**config.mk**
```make
export PLATFORM = sky130hd
export DESIGN_NAME = proc_io_ctrl
export DESIGN_NICKNAME = d
export VERILOG_FILES = /design/src/rtl/proc_io_ctrl_pkg.sv /design/src/rtl/io_fifo.sv /design/src/rtl/proc_io_ctrl.sv
export SDC_FILE = /design/constraint.sdc
export NUM_CORES = 1
export LEC_CHECK = 0
export ABC_AREA = 1
export ABC_CLOCK_PERIOD_IN_PS = 5900
export CAP_MARGIN = 20
export CORE_MARGIN = 2
export CORE_UTILIZATION = 25
export CTS_CLUSTER_DIAMETER = 80
export DETAILED_ROUTE_END_ITERATION = 16
export GPL_TIMING_DRIVEN = 0
export PLACE_DENSITY_LB_ADDON = 0.15
export SYNTH_ARGS = -nofsm -noshare
export SYNTH_HDL_FRONTEND = slang
export SYNTH_SLANG_ARGS = --single-unit
```
**constraint.sdc**
```tcl
create_clock -name clk -period 5.9 [get_ports clk]
set_clock_uncertainty 0.2 [all_clocks]
set_input_delay 1.475 -clock clk [delete_from_list [all_inputs] [get_ports clk]]
set_output_delay 1.475 -clock clk [all_outputs]
set_load 0.005 [all_outputs]
```
**src/rtl/proc_io_ctrl_pkg.sv**
```systemverilog
// -----------------------------------------------------------------------------
// proc_io_ctrl_pkg
// Shared definitions for the processor I/O controller:
//   - default input/output port counts
//   - lowest-set-bit select and multi-hot detection used on the processor
//     strobes (req_in / out_en)
// The helpers work on a fixed 32-bit vector; callers widen their strobe with a
// cast and narrow the result back, so port counts up to 32 are supported.
// -----------------------------------------------------------------------------
package proc_io_ctrl_pkg;

    localparam int DEF_NUIOIN = 4;
    localparam int DEF_NUIOOU = 4;

    // Width of the vector the select helpers operate on.
    localparam int SEL_W = 32;

    // Keep only the lowest set bit of v (two's-complement isolate trick).
    function automatic logic [SEL_W-1:0] lowest_set(input logic [SEL_W-1:0] v);
        return v & (~v + SEL_W'(1));
    endfunction

    // True when more than one bit of v is set.
    function automatic logic multi_hot(input logic [SEL_W-1:0] v);
        return (v & (v - SEL_W'(1))) != '0;
    endfunction

endpackage

```
**src/rtl/io_fifo.sv**
```systemverilog
// -----------------------------------------------------------------------------
// io_fifo
// Single-clock FIFO with a combinational head. Used for both the producer-side
// (input) and consumer-side (output) queues of proc_io_ctrl.
//
// Ports:
//   clk    : clock, rising edge
//   rst    : synchronous active-high reset, empties the FIFO
//   push   : write request; accepted when not full, or when full with a pop
//            on the same edge
//   din    : write data
//   pop    : read request; ignored when empty
//   full   : count == DEPTH
//   empty  : count == 0
//   head   : oldest entry (valid only when !empty)
//
// DEPTH must be a power of two (>= 2) so the pointers wrap naturally.
// -----------------------------------------------------------------------------
module io_fifo #(
    parameter int WIDTH = 8,
    parameter int DEPTH = 4
) (
    input  logic             clk,
    input  logic             rst,
    input  logic             push,
    input  logic [WIDTH-1:0] din,
    input  logic             pop,
    output logic             full,
    output logic             empty,
    output logic [WIDTH-1:0] head
);

    localparam int AW = (DEPTH > 1) ? $clog2(DEPTH) : 1;
    localparam int CW = $clog2(DEPTH + 1);

    logic [WIDTH-1:0] mem [DEPTH];
    logic [AW-1:0]    wr_ptr_reg;
    logic [AW-1:0]    wr_ptr_next;
    logic [AW-1:0]    rd_ptr_reg;
    logic [AW-1:0]    rd_ptr_next;
    logic [CW-1:0]    count_reg;
    logic [CW-1:0]    count_next;
    logic             do_push;
    logic             do_pop;

    assign full  = (count_reg == CW'(DEPTH));
    assign empty = (count_reg == '0);
    assign head  = mem[rd_ptr_reg];

    // A pop from an empty FIFO is a no-op; a push into a full FIFO only lands
    // when the same edge frees a slot.
    assign do_pop  = pop & ~empty;
    assign do_push = push & (~full | do_pop);

    always_comb begin
        wr_ptr_next = wr_ptr_reg;
        rd_ptr_next = rd_ptr_reg;
        count_next  = count_reg;
        if (do_push) begin
            wr_ptr_next = wr_ptr_reg + AW'(1);
        end
        if (do_pop) begin
            rd_ptr_next = rd_ptr_reg + AW'(1);
        end
        case ({do_push, do_pop})
            2'b10:   count_next = count_reg + CW'(1);
            2'b01:   count_next = count_reg - CW'(1);
            default: count_next = count_reg;
        endcase
    end

    always_ff @(posedge clk) begin
        if (rst) begin
            wr_ptr_reg <= '0;
            rd_ptr_reg <= '0;
            count_reg  <= '0;
        end else begin
            wr_ptr_reg <= wr_ptr_next;
            rd_ptr_reg <= rd_ptr_next;
            count_reg  <= count_next;
        end
    end

    // Storage carries no reset: stale contents are never observable because
    // the pointers and count are cleared.
    always_ff @(posedge clk) begin
        if (do_push) begin
            mem[wr_ptr_reg] <= din;
        end
    end

endmodule

```
**src/rtl/proc_io_ctrl.sv**
```systemverilog
// -----------------------------------------------------------------------------
// proc_io_ctrl
// Bridges streaming producers/consumers to a processor with strobe-based I/O.
//
// Input side (NUIOIN ports):
//   src_data/src_valid/src_ready : per-port valid/ready producer stream into
//                                  an io_fifo (ready = not full)
//   req_in                       : one-hot read strobe; the selected FIFO head
//                                  appears combinationally on io_in and pops on
//                                  the same edge. An empty port returns the last
//                                  value popped from it (hold) and flags err_udf.
// Output side (NUIOOU ports):
//   out_en/io_out                : one-hot write strobe and data into an io_fifo
//   snk_data/snk_valid/snk_ready : per-port valid/ready consumer stream
//                                  (valid = not empty)
// Error flags (sticky until err_clr, a new event in the clearing cycle wins):
//   err_udf : read of an empty input port
//   err_ovf : write to a full output port that was not draining that cycle
//   err_sel : multi-hot req_in or out_en (lowest index is still serviced)
// clk / rst : single clock, synchronous active-high reset.
// -----------------------------------------------------------------------------
module proc_io_ctrl
    import proc_io_ctrl_pkg::*;
#(
    parameter int NUIOIN = DEF_NUIOIN,
    parameter int NUIOOU = DEF_NUIOOU,
    parameter int NBIN   = 12,
    parameter int NBOUT  = 21,
    parameter int DEPTH  = 4
) (
    input  logic                    clk,
    input  logic                    rst,
    // producer side
    input  logic [NUIOIN*NBIN-1:0]  src_data,
    input  logic [NUIOIN-1:0]       src_valid,
    output logic [NUIOIN-1:0]       src_ready,
    // processor read port
    input  logic [NUIOIN-1:0]       req_in,
    output logic [NBIN-1:0]         io_in,
    // processor write port
    input  logic [NUIOOU-1:0]       out_en,
    input  logic [NBOUT-1:0]        io_out,
    // consumer side
    output logic [NUIOOU*NBOUT-1:0] snk_data,
    output logic [NUIOOU-1:0]       snk_valid,
    input  logic [NUIOOU-1:0]       snk_ready,
    // error reporting
    output logic [NUIOIN-1:0]       err_udf,
    output logic [NUIOOU-1:0]       err_ovf,
    output logic                    err_sel,
    input  logic                    err_clr
);

    // -------------------------------------------------------------------------
    // Strobe decode: only the lowest set bit of each strobe is acted on.
    // -------------------------------------------------------------------------
    logic [NUIOIN-1:0] req_sel;
    logic [NUIOOU-1:0] wr_sel;
    logic              sel_set;

    assign req_sel = NUIOIN'(lowest_set(SEL_W'(req_in)));
    assign wr_sel  = NUIOOU'(lowest_set(SEL_W'(out_en)));
    assign sel_set = multi_hot(SEL_W'(req_in)) | multi_hot(SEL_W'(out_en));

    // -------------------------------------------------------------------------
    // Input side
    // -------------------------------------------------------------------------
    logic [NUIOIN-1:0] in_full;
    logic [NUIOIN-1:0] in_empty;
    logic [NUIOIN-1:0] in_push;
    logic [NUIOIN-1:0] in_pop;
    logic [NUIOIN-1:0] udf_set;
    logic [NBIN-1:0]   in_head [NUIOIN];
    logic [NBIN-1:0]   hold_reg [NUIOIN];
    logic [NBIN-1:0]   rd_term [NUIOIN];

    assign src_ready = ~in_full;

    genvar gi;
    generate
        for (gi = 0; gi < NUIOIN; gi++) begin : g_in
            // Gate with ready so a full FIFO never absorbs a beat the producer
            // thinks was refused, even if a read frees a slot that same edge.
            assign in_push[gi] = src_valid[gi] & ~in_full[gi];
            assign in_pop[gi]  = req_sel[gi] & ~in_empty[gi];
            assign udf_set[gi] = req_sel[gi] & in_empty[gi];

            io_fifo #(
                .WIDTH (NBIN),
                .DEPTH (DEPTH)
            ) u_in_fifo (
                .clk   (clk),
                .rst   (rst),
                .push  (in_push[gi]),
                .din   (src_data[gi*NBIN +: NBIN]),
                .pop   (in_pop[gi]),
                .full  (in_full[gi]),
                .empty (in_empty[gi]),
                .head  (in_head[gi])
            );

            // Last value handed to the processor from this port; replayed on
            // an underflowing read. A same-cycle push is deliberately not
            // forwarded: the empty flag is from the registered count.
            always_ff @(posedge clk) begin
                if (rst) begin
                    hold_reg[gi] <= '0;
                end else if (in_pop[gi]) begin
                    hold_reg[gi] <= in_head[gi];
                end
            end

            // Per-port contribution to the read mux; zero unless selected.
            assign rd_term[gi] = !req_sel[gi] ? '0 :
                                 (in_empty[gi] ? hold_reg[gi] : in_head[gi]);
        end
    endgenerate

    // req_sel is at most one-hot, so an OR of the gated terms is the mux.
    always_comb begin
        io_in = '0;
        for (int k = 0; k < NUIOIN; k++) begin
            io_in = io_in | rd_term[k];
        end
    end

    // -------------------------------------------------------------------------
    // Output side
    // -------------------------------------------------------------------------
    logic [NUIOOU-1:0] out_full;
    logic [NUIOOU-1:0] out_empty;
    logic [NUIOOU-1:0] out_pop;
    logic [NUIOOU-1:0] ovf_set;

    assign snk_valid = ~out_empty;

    generate
        for (gi = 0; gi < NUIOOU; gi++) begin : g_out
            assign out_pop[gi] = ~out_empty[gi] & snk_ready[gi];
            // A full FIFO that drains on this edge still takes the write.
            assign ovf_set[gi] = wr_sel[gi] & out_full[gi] & ~out_pop[gi];

            io_fifo #(
                .WIDTH (NBOUT),
                .DEPTH (DEPTH)
            ) u_out_fifo (
                .clk   (clk),
                .rst   (rst),
                .push  (wr_sel[gi]),
                .din   (io_out),
                .pop   (out_pop[gi]),
                .full  (out_full[gi]),
                .empty (out_empty[gi]),
                .head  (snk_data[gi*NBOUT +: NBOUT])
            );
        end
    endgenerate

    // -------------------------------------------------------------------------
    // Sticky error flags: clear first, then OR in this cycle's events so a
    // coincident event survives the clear.
    // -------------------------------------------------------------------------
    logic [NUIOIN-1:0] err_udf_reg;
    logic [NUIOIN-1:0] err_udf_next;
    logic [NUIOOU-1:0] err_ovf_reg;
    logic [NUIOOU-1:0] err_ovf_next;
    logic              err_sel_reg;
    logic              err_sel_next;

    always_comb begin
        err_udf_next = (err_clr ? '0 : err_udf_reg) | udf_set;
        err_ovf_next = (err_clr ? '0 : err_ovf_reg) | ovf_set;
        err_sel_next = (err_clr ? 1'b0 : err_sel_reg) | sel_set;
    end

    always_ff @(posedge clk) begin
        if (rst) begin
            err_udf_reg <= '0;
            err_ovf_reg <= '0;
            err_sel_reg <= 1'b0;
        end else begin
            err_udf_reg <= err_udf_next;
            err_ovf_reg <= err_ovf_next;
            err_sel_reg <= err_sel_next;
        end
    end

    assign err_udf = err_udf_reg;
    assign err_ovf = err_ovf_reg;
    assign err_sel = err_sel_reg;

endmodule

```
# == Word level (Yosys, flattened, before mapping) ==
# Memories as Yosys holds them, arrays and structs flattened. A register that Yosys moved wholly into a read port is not among the register bits.
# Cells that the tools add are included.
# totals
ff_bits,65
latch_bits,0
ramBits,576
rom_bits,0
inputBits,88
output_inout_bits,113
word_cells,270
mem_count,9
# mem_list
name,words,word_bits,read_ports,rd_ports_with_merged_regs,wr,line,source
g_out[0].u_out_fifo.mem,4,21,1,1,1,io_fifo.sv:36,logic [WIDTH-1:0] mem [DEPTH];
g_out[1].u_out_fifo.mem,4,21,1,1,1,io_fifo.sv:36,
g_out[2].u_out_fifo.mem,4,21,1,1,1,io_fifo.sv:36,
g_out[3].u_out_fifo.mem,4,21,1,1,1,io_fifo.sv:36,
g_in[0].u_in_fifo.mem,4,12,1,1,1,io_fifo.sv:36,
g_in[1].u_in_fifo.mem,4,12,1,1,1,io_fifo.sv:36,
3 more memories,--,--,--,--,--,--,
# op_classes
n_addsub,36
mul,0
n_div,0
order_cmp,0
n_eq_ne,24
n_shift,0
muxes,69
n_bitwise,87
n_reduce_logical,18
# ops
operator,count
2-to-1 mux 12 bit,12
bitwise AND 4 x 32 -> 32 bit,2
nonzero test 32 bit,2
case mux 3 bit (2 select lines),8
bitwise AND 1 bit,40
bitwise OR 12 bit,3
"adder 2 x 1 -> 2 bit, second input constant",16
2-to-1 mux 2 bit,16
2-to-1 mux 1 bit,31
"adder 3 x 1 -> 3 bit, second input constant",8
"equality test 3 bit, second input constant",8
zero test 3 bit,8
"subtractor 3 x 1 -> 3 bit, second input constant",8
NOT 1 bit,20
"equality test 2 x 1 -> 1 bit, second input constant",8
"equality test 2 bit, second input constant",8
NOT 4 bit,4
nonzero test 2 bit,8
bitwise OR 1 bit,14
"subtractor 4 x 1 -> 5 bit, second input constant",2
"adder 4 x 1 -> 4 bit, second input constant",2
bitwise AND 4 bit,2
2-to-1 mux 4 bit,2
bitwise OR 4 bit,2

# == Longest topological paths before layout ==
# Gate-level depths: netlist of run 1.
# depth
word_depth,9
mapped_depth,12
depth_no_buf,11

# == Cells and area by module ==
# Synthesis of run 1 repeated with hierarchy kept, for this count alone.
# hier_totals
cells_unflattened,2255
area_unflattened_um2,26771.9
# by_module_without_submodules
mod,instances,cells_per_inst,area_each_um2,seq_area_each_um2
io_fifo (g_out[0].u_out_fifo ...),4,268,3583.4,2702.6
io_fifo (g_in[0].u_in_fifo ...),2,190,2296.0,1621.6
io_fifo (g_in[1].u_in_fifo ...),2,180,2254.7,1621.6
proc_io_ctrl,1,443,3337.0,1621.6

# == Worst setup path after synthesis of run 1 ==
# OpenSTA, ideal clock, no wires.
# synth_path
kind,input -> output
start,in req_in[0]
end,out io_in[4]
t_arrival_ns,2.254
required_time_ns,4.225
path_slack_ns,1.971
stages,8
n_path_buf,1
path_cell_list,nor2_4 > nand3_4 > nor2_8 > buf_12 > nand2_2 > nand2_1 > nor2_1 > nand2_1
# synth_between
elab_chain_cells,7
word_cells_on_any_way,10
classes_between,1 x add/sub; 4 x mux; 5 x bitwise
# synth_lines
element,line,source
from (decl),proc_io_ctrl.sv:38,"input logic [NUIOIN-1:0] req_in,"
NOT 4 bit,proc_io_ctrl_pkg.sv:20,return v & (~v + SEL_W'(1));
adder 4 x 1 -> 4 bit,proc_io_ctrl_pkg.sv:20,
bitwise AND 4 bit *,proc_io_ctrl_pkg.sv:20,
2-to-1 mux 12 bit,proc_io_ctrl.sv:114,assign rd_term[gi] = !req_sel[gi] ? '0 :
bitwise OR 12 bit (2 in series),proc_io_ctrl.sv:123,io_in = io_in | rd_term[k];
bitwise OR 12 bit *,proc_io_ctrl.sv:123,
to (decl),proc_io_ctrl.sv:39,"output logic [NBIN-1:0] io_in,"
# Mark *: on every way between the ends. The rest lies on a longest branch, timed or not.

# == Worst setup path in the final report of run 1 ==
# layout_path
start,in req_in[0]
end,out io_in[5]
# Same word-level chain as after synthesis.

==> results of run 1 <==
==> critical path, delay by kind of cell <==
| kind | cells | cell delay, ns |
|---|---|---|
| simple gates | 6 | 0.85 |
| buf+inv | 4 | 1.64 |
==> kinds of logic after synthesis <==
family | count (synthesis) | share of synthesized area, %
AO/OA/AOI/OAI | 476 | 9.584
adder cells (fa/ha/maj) | 47 | 2.485
buffers and inverters | 235 | 3.665
flip-flops | 657 | 72.52
AND/OR/NAND/NOR | 778 | 11.74
==> per-layer routing <==
layer | up-vias | routed length, um
li1 | 8281 | -
met1 | 8421 | 32150
met2 | 423 | 38670
met3 | 125 | 3437
met4 | 0 | 2242
met5 | - | 0
==> through the flow <==
step | util, % | power (uW) | hold slack [ns]
2_1_floorplan | - | 6446 | 0.2362
3_3_place_gp | 28.80 | 7567 | 0.2523
3_5_place_dp | 29.35 | 7640 | 0.2605
4_1_cts | 31.80 | 12440 | 0.2683
5_1_grt | 31.80 | 12780 | 0.2992
6_report | 31.80 | 12240 | 0.2629
==> worst paths after layout <==
kind	startpoint	end	slack, ns	cells past startpoint
min reg2reg	g_in[0].u_in_fifo.rd_ptr_reg[1]	flip-flop	0.26	2
max reg2reg	g_out[3].u_out_fifo.count_reg[0]	g_out[3].u_out_fifo.count_reg[2]	3.26	10
max	req_in[0]	io_in[5]	0.25	10
min	g_in[0].u_in_fifo.rd_ptr_reg[1]	flip-flop	0.26	2
==> power breakdown <==
part | internal, uW | switching (uW)
clock | 2870 | 1870
sequential | 5330 | 89.4
combinational | 780 | 1300
total | 8990 | 3260
==> placed cells by master, fill, tap and decap left out, drive strengths merged <==
cell,n
clkinv,19
bufinv,5
nand2,226
and2,6
ha,39
nor3,2
edfxtp,576
nand3,28
inv,136
nand4,4
a21oi,78
buf,69
clkbuf,180
clkinvlp,1
nor2,512
o21ai,313
clkdlybuf4s50,199
a31oi,1
fa,8
o22ai,84
dfxtp,81
==> final cells by class <==
type / instances / area share, %
Tap cell: 1380 / 5.246
Clock buffer: 119 / 6.903
Sequential cell: 657 / 57.48
Inverter: 135 / 1.540
Buffer: 100 / 1.365
Multi-Input combinational cell: 1301 / 19.02
Timing Repair Buffer: 229 / 7.633
Clock inverter: 26 / 0.8135
==> metrics.txt, run 1 <==
status=finished, final reports clean; count of inserted antenna diode cells=0; peak supply drop=0.2030 mV; mapped cell area=26,090 um2; startpoint-to-endpoint class of the critical path=in -> out; Port Buf Inserts=199; sequential cell area fraction in the yosys report=72.52%; post-CTS setup buffer count=0; Initial DRC Count=1,202; vias post-DR=17,250; Synthesized Nets=2,328; Primary FF master, synth=sky130_fd_sc_hd__edfxtp_1; CTS tree=built; core footprint=just over 100,000 um2; met2 layer usage reported by global route=24.94%; detailed-route wire length=roughly 77,000 um; clock input transition at the sequential cells of the worst setup and hold paths=0.06 ns; count of clock tree sinks=657; most used routing layer in global routing=met2; share of the synthesized area in the top cell type=66.31%; critical path startpoint category=primary input; LEAKAGE=0.01152 uW; x dimension of the die=327.0 um; routing usage on met1=17.22%; Max FO, Critical Path=10; most used standard cells in the synthesized netlist=sky130_fd_sc_hd__edfxtp_1, sky130_fd_sc_hd__nor2_1, sky130_fd_sc_hd__o21ai_0, sky130_fd_sc_hd__nand2_1, sky130_fd_sc_hd__inv_1; final net count=2,637; deepest clock path buffer count=3; Vias/cell=4.370; post-CTS sizing=0; worst endpoint data arrival time=3.98 ns; worst skew pair latency=0.63 ns; max-capacitance violation count=0; post-synthesis cell type with the largest combined area=sky130_fd_sc_hd__edfxtp_1; Period Utilization, post-route=a little over nine tenths; CTS Buf Count=78; vias in the first global route=17,453; CP required=4.22 ns; post-route worst setup slack=0.2486 ns; power density relative to cell area=372.0 nW/um2; top cells by area in the synthesized netlist=sky130_fd_sc_hd__edfxtp_1, sky130_fd_sc_hd__nor2_1, sky130_fd_sc_hd__dfxtp_1; number of DRC violations after detailed routing=0; register area=18,920 um2; max reg flops=between 300 and 400; most common cell in the netlist=sky130_fd_sc_hd__edfxtp_1; ordered cell list for the critical path=clkdlybuf4s50_1, inv_1, nand2_1, nor2_2, buf_4, nand2_1, nand3_1, nor2_1, nand2_1, clkdlybuf4s50_1; area enclosed by the die boundary=106,900 um2; met3 capacity usage during global routing=~2.4%; DP Worst Slack=roughly 0.26 ns; setup repair after global routing missed its margin=false; antenna-violating nets left=0; normalized max-slew margin=27.21%; global-route wire length before repair=111,300 um; fraction of final layout cells sized beyond drive strength 1=under 10%; half-perimeter wire length after detailed placement=about 54,000 um; post-synthesis register bit count=roughly 660; library cell appearing most often on the critical path=sky130_fd_sc_hd__nand2_1; mean instance size in the synthesized netlist=about 12 um2; remaining global-route overflow=0; area used by multi-input combinational logic=between 6000 and 7000 um2; share of flip-flops with an asynchronous set or reset after synthesis=0%; number of optimization iterations in the first detailed-route pass=8; Worst Setup End Kind=primary output; row cnt=between 100 and 150; combined global-route utilization of all metal layers=14.08%; final count of pins violating max slew=0; Syn Inst Count=2,193; largest net degree at the start of global routing=22; Slew @ Worst Pin=1.092 ns; number of antenna violations at the first check in global routing=0; count of distinct cell types in the synthesized netlist=33; placed instance area=30,370 um2; count of synthesis-stage warnings from yosys=0; placer's final routability congestion estimate=0.8083; Worst path max stage delay=0.60 ns; final cell count without fillers=between 3,000 and 4,000; Worst path slowest cell=sky130_fd_sc_hd__clkdlybuf4s50_1; kind of path behind the tightest hold check=reg -> reg; FMAX=176.9 MHz; number of buffers added to fix hold violations after cts=0; instance count after placement with tap cells included=3,802; number of enable-type register cells in the synthesized netlist=576; Root Buffer=sky130_fd_sc_hd__clkbuf_16; final number of setup-violating endpoints=0; number of top-level pins=201; final-layout setup total negative slack=0 ns; area growth from synthesis to layout=26.18%; Hold Fails Final Rpt=0; DIE HEIGHT=327.0 um; Filler Cell Count=between 10,000 and 15,000; final instance area=around 33,000 um2; CTS H-Tree Depth=3; starting density of the core=about a quarter; Wirelength per Cell=slightly below 20 um; Final min period=around 5.7 ns
No activity file was read; power rests on OpenSTA's default activity.
==> run 2, diff against run 1 <==
--- a/config.mk
+++ b/config.mk
@@ -10,7 +10,6 @@
 export CAP_MARGIN = 20
 export CORE_MARGIN = 2
 export CORE_UTILIZATION = 25
-export CTS_CLUSTER_DIAMETER = 80
 export DETAILED_ROUTE_END_ITERATION = 16
 export GPL_TIMING_DRIVEN = 0
 export PLACE_DENSITY_LB_ADDON = 0.15
==> metrics.txt, run 2 (same netlist as run 1, synthesis figures left out) <==
status=finished, final reports clean; Slew @ Worst Pin=1.118 ns (+0.02643 ns); setup repair after global routing missed its margin=false; critical path startpoint category=primary input; start point of the worst min-delay path=g_in[0].u_in_fifo.rd_ptr_reg[1]; CP required=4.22 ns (about the same); global-route wire length before repair=111,200 um (-0.14%); routing usage on met1=17.22% (about the same); combined global-route utilization of all metal layers=14.09% (about the same); final number of setup-violating endpoints=0 (unchanged); vias in the first global route=17,418 (-0.20%); clock input transition at the sequential cells of the worst setup and hold paths=0.06 ns (about the same); number of optimization iterations in the first detailed-route pass=7 (-1); Vias/cell=4.365 (-0.11%); Initial DRC Count=1,075 (-11%); Filler Cell Count=10,344 (-0.039%); Max FO, Critical Path=10 (unchanged); placer's final routability congestion estimate=0.8083 (unchanged); CTS tree=built; top library cells by usage in the layout, fill and taps aside=sky130_fd_sc_hd__edfxtp_1, sky130_fd_sc_hd__nor2_1, sky130_fd_sc_hd__o21ai_0, sky130_fd_sc_hd__nand2_1, sky130_fd_sc_hd__clkdlybuf4s50_1; final instance area=32,780 um2 (-0.41%); CTS H-Tree Depth=3 (unchanged); detailed-route wire length=76,390 um (-0.15%); worst skew pair latency=0.63 ns (about the same); Worst Setup End Kind=primary output; largest net degree at the start of global routing=22 (unchanged); met2 layer usage reported by global route=24.91% (-0.037 points); count of clock tree sinks=657 (unchanged); Period Utilization, post-route=95.67% (-0.11 points); kind of path behind the tightest hold check=reg -> reg; post-route core utilization=31.67% (-0.13 points); vias post-DR=17,204 (-0.27%); starting density of the core=25.20% (unchanged); FMAX=177.2 MHz (+0.12%); worst endpoint data arrival time=3.97 ns (about the same); final net count=2,636 (-0.038%); number of cell instances on the worst register-to-register path=10 (unchanged); peak supply drop=0.1697 mV (-16%); Hold Fails Final Rpt=0 (unchanged); Worst path max stage delay=0.60 ns (about the same); setup slack of the worst register-to-register path=3.23 ns (-0.03 ns); ordered cell list for the critical path=clkdlybuf4s50_1, inv_1, nand2_1, a21oi_2, buf_4, nand2_1, nand2_1, nor2_1, nand2_1, clkdlybuf4s50_1; CTS Buf Count=77 (-1.3%); DIE HEIGHT=327.0 um (unchanged); area growth from synthesis to layout=25.67%; worst flop-to-flop path startpoint=g_out[3].u_out_fifo.count_reg[1]; Wirelength per Cell=19.38 um (about the same); number of antenna violations at the first check in global routing=0 (unchanged); count of inserted antenna diode cells=0 (unchanged); power density relative to cell area=367.5 nW/um2 (-1.2%); normalized max-slew margin=25.45% (-1.8 points); post-CTS setup buffer count=0 (unchanged); half-perimeter wire length after detailed placement=54,310 um (unchanged); area enclosed by the die boundary=106,900 um2 (unchanged); number of stages on the worst hold path=2 (unchanged); fraction of final layout cells sized beyond drive strength 1=7.927% (-0.18 points); max reg flops=336 (unchanged); placed instance area=30,370 um2 (unchanged); LEAKAGE=0.01146 uW (-0.52%); max-capacitance violation count=0 (unchanged); critical register-to-register path endpoint=g_out[3].u_out_fifo.count_reg[2]; most used routing layer in global routing=met2; post-CTS sizing=0 (unchanged); final count of pins violating max slew=0 (unchanged); remaining global-route overflow=0 (unchanged); row cnt=118 (unchanged); Port Buf Inserts=199 (unchanged); antenna-violating nets left=0 (unchanged); final-layout setup total negative slack=0 ns (unchanged); most common cell after layout, fill and taps aside=sky130_fd_sc_hd__edfxtp_1; x dimension of the die=327.0 um (unchanged); number of DRC violations after detailed routing=0 (unchanged); Worst path slowest cell=sky130_fd_sc_hd__clkdlybuf4s50_1; met3 capacity usage during global routing=2.452% (+0.085 points); startpoint-to-endpoint class of the critical path=in -> out; Root Buffer=sky130_fd_sc_hd__clkbuf_16; number of top-level pins=201 (unchanged); Final min period=5.645 ns (-0.006768 ns); library cell appearing most often on the critical path=sky130_fd_sc_hd__nand2_1; core footprint=103,500 um2 (unchanged); deepest clock path buffer count=3 (unchanged); number of buffers added to fix hold violations after cts=0 (unchanged)
run 2: final cells by class:
cell class                 count  area (um2)  area share (%)
sequential                   657       18920           57.71
multi-input combinational   1301        6261           19.10
timing repair buffer         229        2512           7.664
clock buffer                 111        2178           6.645
tap                         1380        1727           5.267
inverter                     135       506.7           1.546
buffer                       100       449.2           1.370
clock inverter                28       227.7          0.6947
run 2: per-stage QoR:
step	cells	total power [uW]	setup WS, ns	hold slack, ns
2_1_floorplan	2193	6446	1.971	0.2362
3_3_place_gp	3772	7567	0.2538	0.2523
3_5_place_dp	3802	7640	0.2645	0.2605
4_1_cts	3941	12240	0.2578	0.2678
5_1_grt	3941	12590	0.1463	0.2993
6_report	3941	12050	0.2553	0.2567
run 2: critical path: cells and delay by family:
| family | cells | cell delay, ns |
|---|---|---|
| buffers and inverters | 4 | 1.58 |
| AOI/OAI and AO/OA | 1 | 0.27 |
| and+or+nand+nor | 5 | 0.63 |
run 2: worst max path at each step:
stage / startpoint / end / slack (ns) / cells past startpoint
after global placement: req_in[0] / io_in[2] / 0.25 / 10
after CTS: req_in[0] / io_in[2] / 0.26 / 10
after detailed placement: req_in[0] / io_in[2] / 0.26 / 10
final: req_in[0] / io_in[2] / 0.26 / 10
after floorplan: req_in[0] / io_in[4] / 1.97 / 8
after global routing: req_in[0] / io_in[2] / 0.15 / 10
run 2: report_power, final:
group          switching, uW  internal (uW)
Clock                   1860           2690
Combinational           1300            780
Sequential              88.8           5330
run 2: routing by layer:
layer | part of all wire [%] | wire (um)
met5 | 0 | 0
met4 | 2.9 | 2190
met2 | 50 | 38510
met3 | 4.5 | 3428
met1 | 42 | 32260
==> run 3, diff against run 2 <==
--- a/config.mk
+++ b/config.mk
@@ -9,7 +9,7 @@
 export ABC_CLOCK_PERIOD_IN_PS = 5900
 export CAP_MARGIN = 20
 export CORE_MARGIN = 2
-export CORE_UTILIZATION = 25
+export CORE_UTILIZATION = 40
 export DETAILED_ROUTE_END_ITERATION = 16
 export GPL_TIMING_DRIVEN = 0
 export PLACE_DENSITY_LB_ADDON = 0.15
==> metrics.txt, run 3 (same netlist as run 1, synthesis figures left out) <==
number of DRC violations after detailed routing=0 (unchanged); Worst path max stage delay=0.61 ns (about the same); max reg flops=336 (unchanged); DIE HEIGHT=259.4 um (-21%); fraction of final layout cells sized beyond drive strength 1=8.213% (+0.29 points); vias post-DR=17,065 (-0.81%); largest net degree at the start of global routing=17 (-23%); area growth from synthesis to layout=22.56%; Buf+Inv Stages, Crit Path=4 (unchanged); Worst path slowest cell=sky130_fd_sc_hd__clkdlybuf4s50_1; number of optimization iterations in the first detailed-route pass=7 (unchanged); CTS Buf Count=72 (-6.5%); ordered cell list for the critical path=clkdlybuf4s50_1, nor2_4, nand3_2, inv_1, buf_4, nand2_1, nand2_1, nor2_1, nand2_1, clkdlybuf4s50_1; Worst Setup End Kind=primary output; combined global-route utilization of all metal layers=19.78% (+5.7 points); Root Buffer=sky130_fd_sc_hd__clkbuf_16; Vias/cell=4.999 (+15%); Period Utilization, post-route=93.94% (-1.7 points); worst skew pair latency=0.62 ns (about the same); final count of pins violating max slew=0 (unchanged); x dimension of the die=259.4 um (-21%); most common cell after layout, fill and taps aside=sky130_fd_sc_hd__edfxtp_1; final number of setup-violating endpoints=0 (unchanged); worst endpoint data arrival time=3.87 ns (-0.10 ns); count of clock tree sinks=657 (unchanged); status=finished, final reports clean; power density relative to cell area=367.4 nW/um2 (about the same); area enclosed by the die boundary=67,270 um2 (-37%); post-CTS sizing=0 (unchanged); core footprint=64,460 um2 (-38%); startpoint-to-endpoint class of the critical path=in -> out; detailed-route wire length=67,170 um (-12%); vias in the first global route=16,706 (-4.1%); Top delay family on crit path=buffers and inverters; post-CTS setup buffer count=0 (unchanged); peak supply drop=0.2341 mV (+38%); number of antenna violations at the first check in global routing=6 (+6); final net count=2,633 (-0.11%); area used by multi-input combinational logic=6251 um2 (-0.16%); Filler Cell Count=5,691 (-45%); max-capacitance violation count=0 (unchanged); Max FO, Critical Path=10 (unchanged); CP required=4.22 ns (about the same); setup repair after global routing missed its margin=false; row cnt=93 (-21%); normalized max-slew margin=32.78% (+7.3 points); placer's final routability congestion estimate=0.8494 (+5.1%); library cell appearing most often on the critical path=sky130_fd_sc_hd__nand2_1; number of top-level pins=201 (unchanged); LEAKAGE=0.01140 uW (-0.52%); clock input transition at the sequential cells of the worst setup and hold paths=0.06 ns (about the same); register area=18,920 um2 (unchanged); top library cells by usage in the layout, fill and taps aside=sky130_fd_sc_hd__edfxtp_1, sky130_fd_sc_hd__nor2_1, sky130_fd_sc_hd__o21ai_0, sky130_fd_sc_hd__nand2_1, sky130_fd_sc_hd__clkdlybuf4s50_1; remaining global-route overflow=0 (unchanged); number of buffers added to fix hold violations after cts=0 (unchanged); Final min period=5.542 ns (-0.1023 ns); CTS H-Tree Depth=3 (unchanged); Slew @ Worst Pin=1.008 ns (-0.1100 ns); kind of path behind the tightest hold check=reg -> reg; critical path startpoint category=primary input; Port Buf Inserts=199 (unchanged); final-layout setup total negative slack=0 ns (unchanged); post-route core utilization=49.59% (+18 points); half-perimeter wire length after detailed placement=46,680 um (-14%); global-route wire length before repair=99,510 um (-10%); antenna-violating nets left=0 (unchanged); CTS tree=built; starting density of the core=40.46% (+15 points); Initial DRC Count=1,215 (+13%); Wirelength per Cell=19.68 um (+1.5%); Hold Fails Final Rpt=0 (unchanged); deepest clock path buffer count=3 (unchanged); FMAX=180.4 MHz (+1.8%)
==> run 3: cell types whose count changed in the layout (fill, tap and decap cells not counted), sizes merged <==
cell      delta
buf          +2
clkinv       +7
clkbuf      -16
diode        +2
clkinvlp     +3
==> run 3: stage by stage <==
step	worst slack, ns	instance area, um2	hold slack, ns	instances	power, uW
global placement	0.4471	29150	0.2517	3247	7463
finish	0.3577	31970	0.2691	3414	11750
CTS	0.4254	31950	0.2648	3411	11860
global route	0.2849	31970	0.2814	3413	12230
detailed placement	0.4346	29680	0.2596	3278	7536
floorplan	1.971	26090	0.2362	2193	6446
==> run 3: routing by layer <==
layer	global-route usage, %	vias to the layer above	wire, um
met5	0	-	38
met4	7.711	6	2286
met3	3.652	121	3617
met2	34.00	459	33250
met1	24.75	8212	27980
li1	-	8267	-
==> run 3: path summary, 6_finish.rpt <==
kind / start / to / slack, ns / depth (start not counted)
worst min register to register: err_ovf[0] / err_ovf[0] / 0.27 / 2
worst max-delay path: req_in[0] / io_in[0] / 0.36 / 10
worst min-delay path: err_ovf[0] / err_ovf[0] / 0.27 / 2
worst max register to register: g_in[2].u_in_fifo.count_reg[1] / g_in[2].u_in_fifo.count_reg[2] / 3.38 / 12
==> run 3: tightest hold or removal path: stages (launching register included) <==
cell	delay (ns)
sky130_fd_sc_hd__dfxtp_1	0.31
sky130_fd_sc_hd__nand2_1	0.06
sky130_fd_sc_hd__a21oi_1	0.05
==> run 3: final cells by class <==
class | instances | share of cell area [%]
repair buffers | 231 | 7.808
clock buffers | 95 | 6.101
well taps | 855 | 3.346
diodes | 2 | 0.01565
plain buffers | 100 | 1.405
clock inverters | 38 | 1.014
multi-input cells | 1301 | 19.55
inverters | 135 | 1.585
flip-flops and latches | 657 | 59.17
==> run 3: power by group <==
group / internal, uW / total (uW) / switching, uW
Combinational: 780 / 2010 / 1230
Sequential: 5330 / 5420 / 86.6
Clock: 2490 / 4320 / 1830
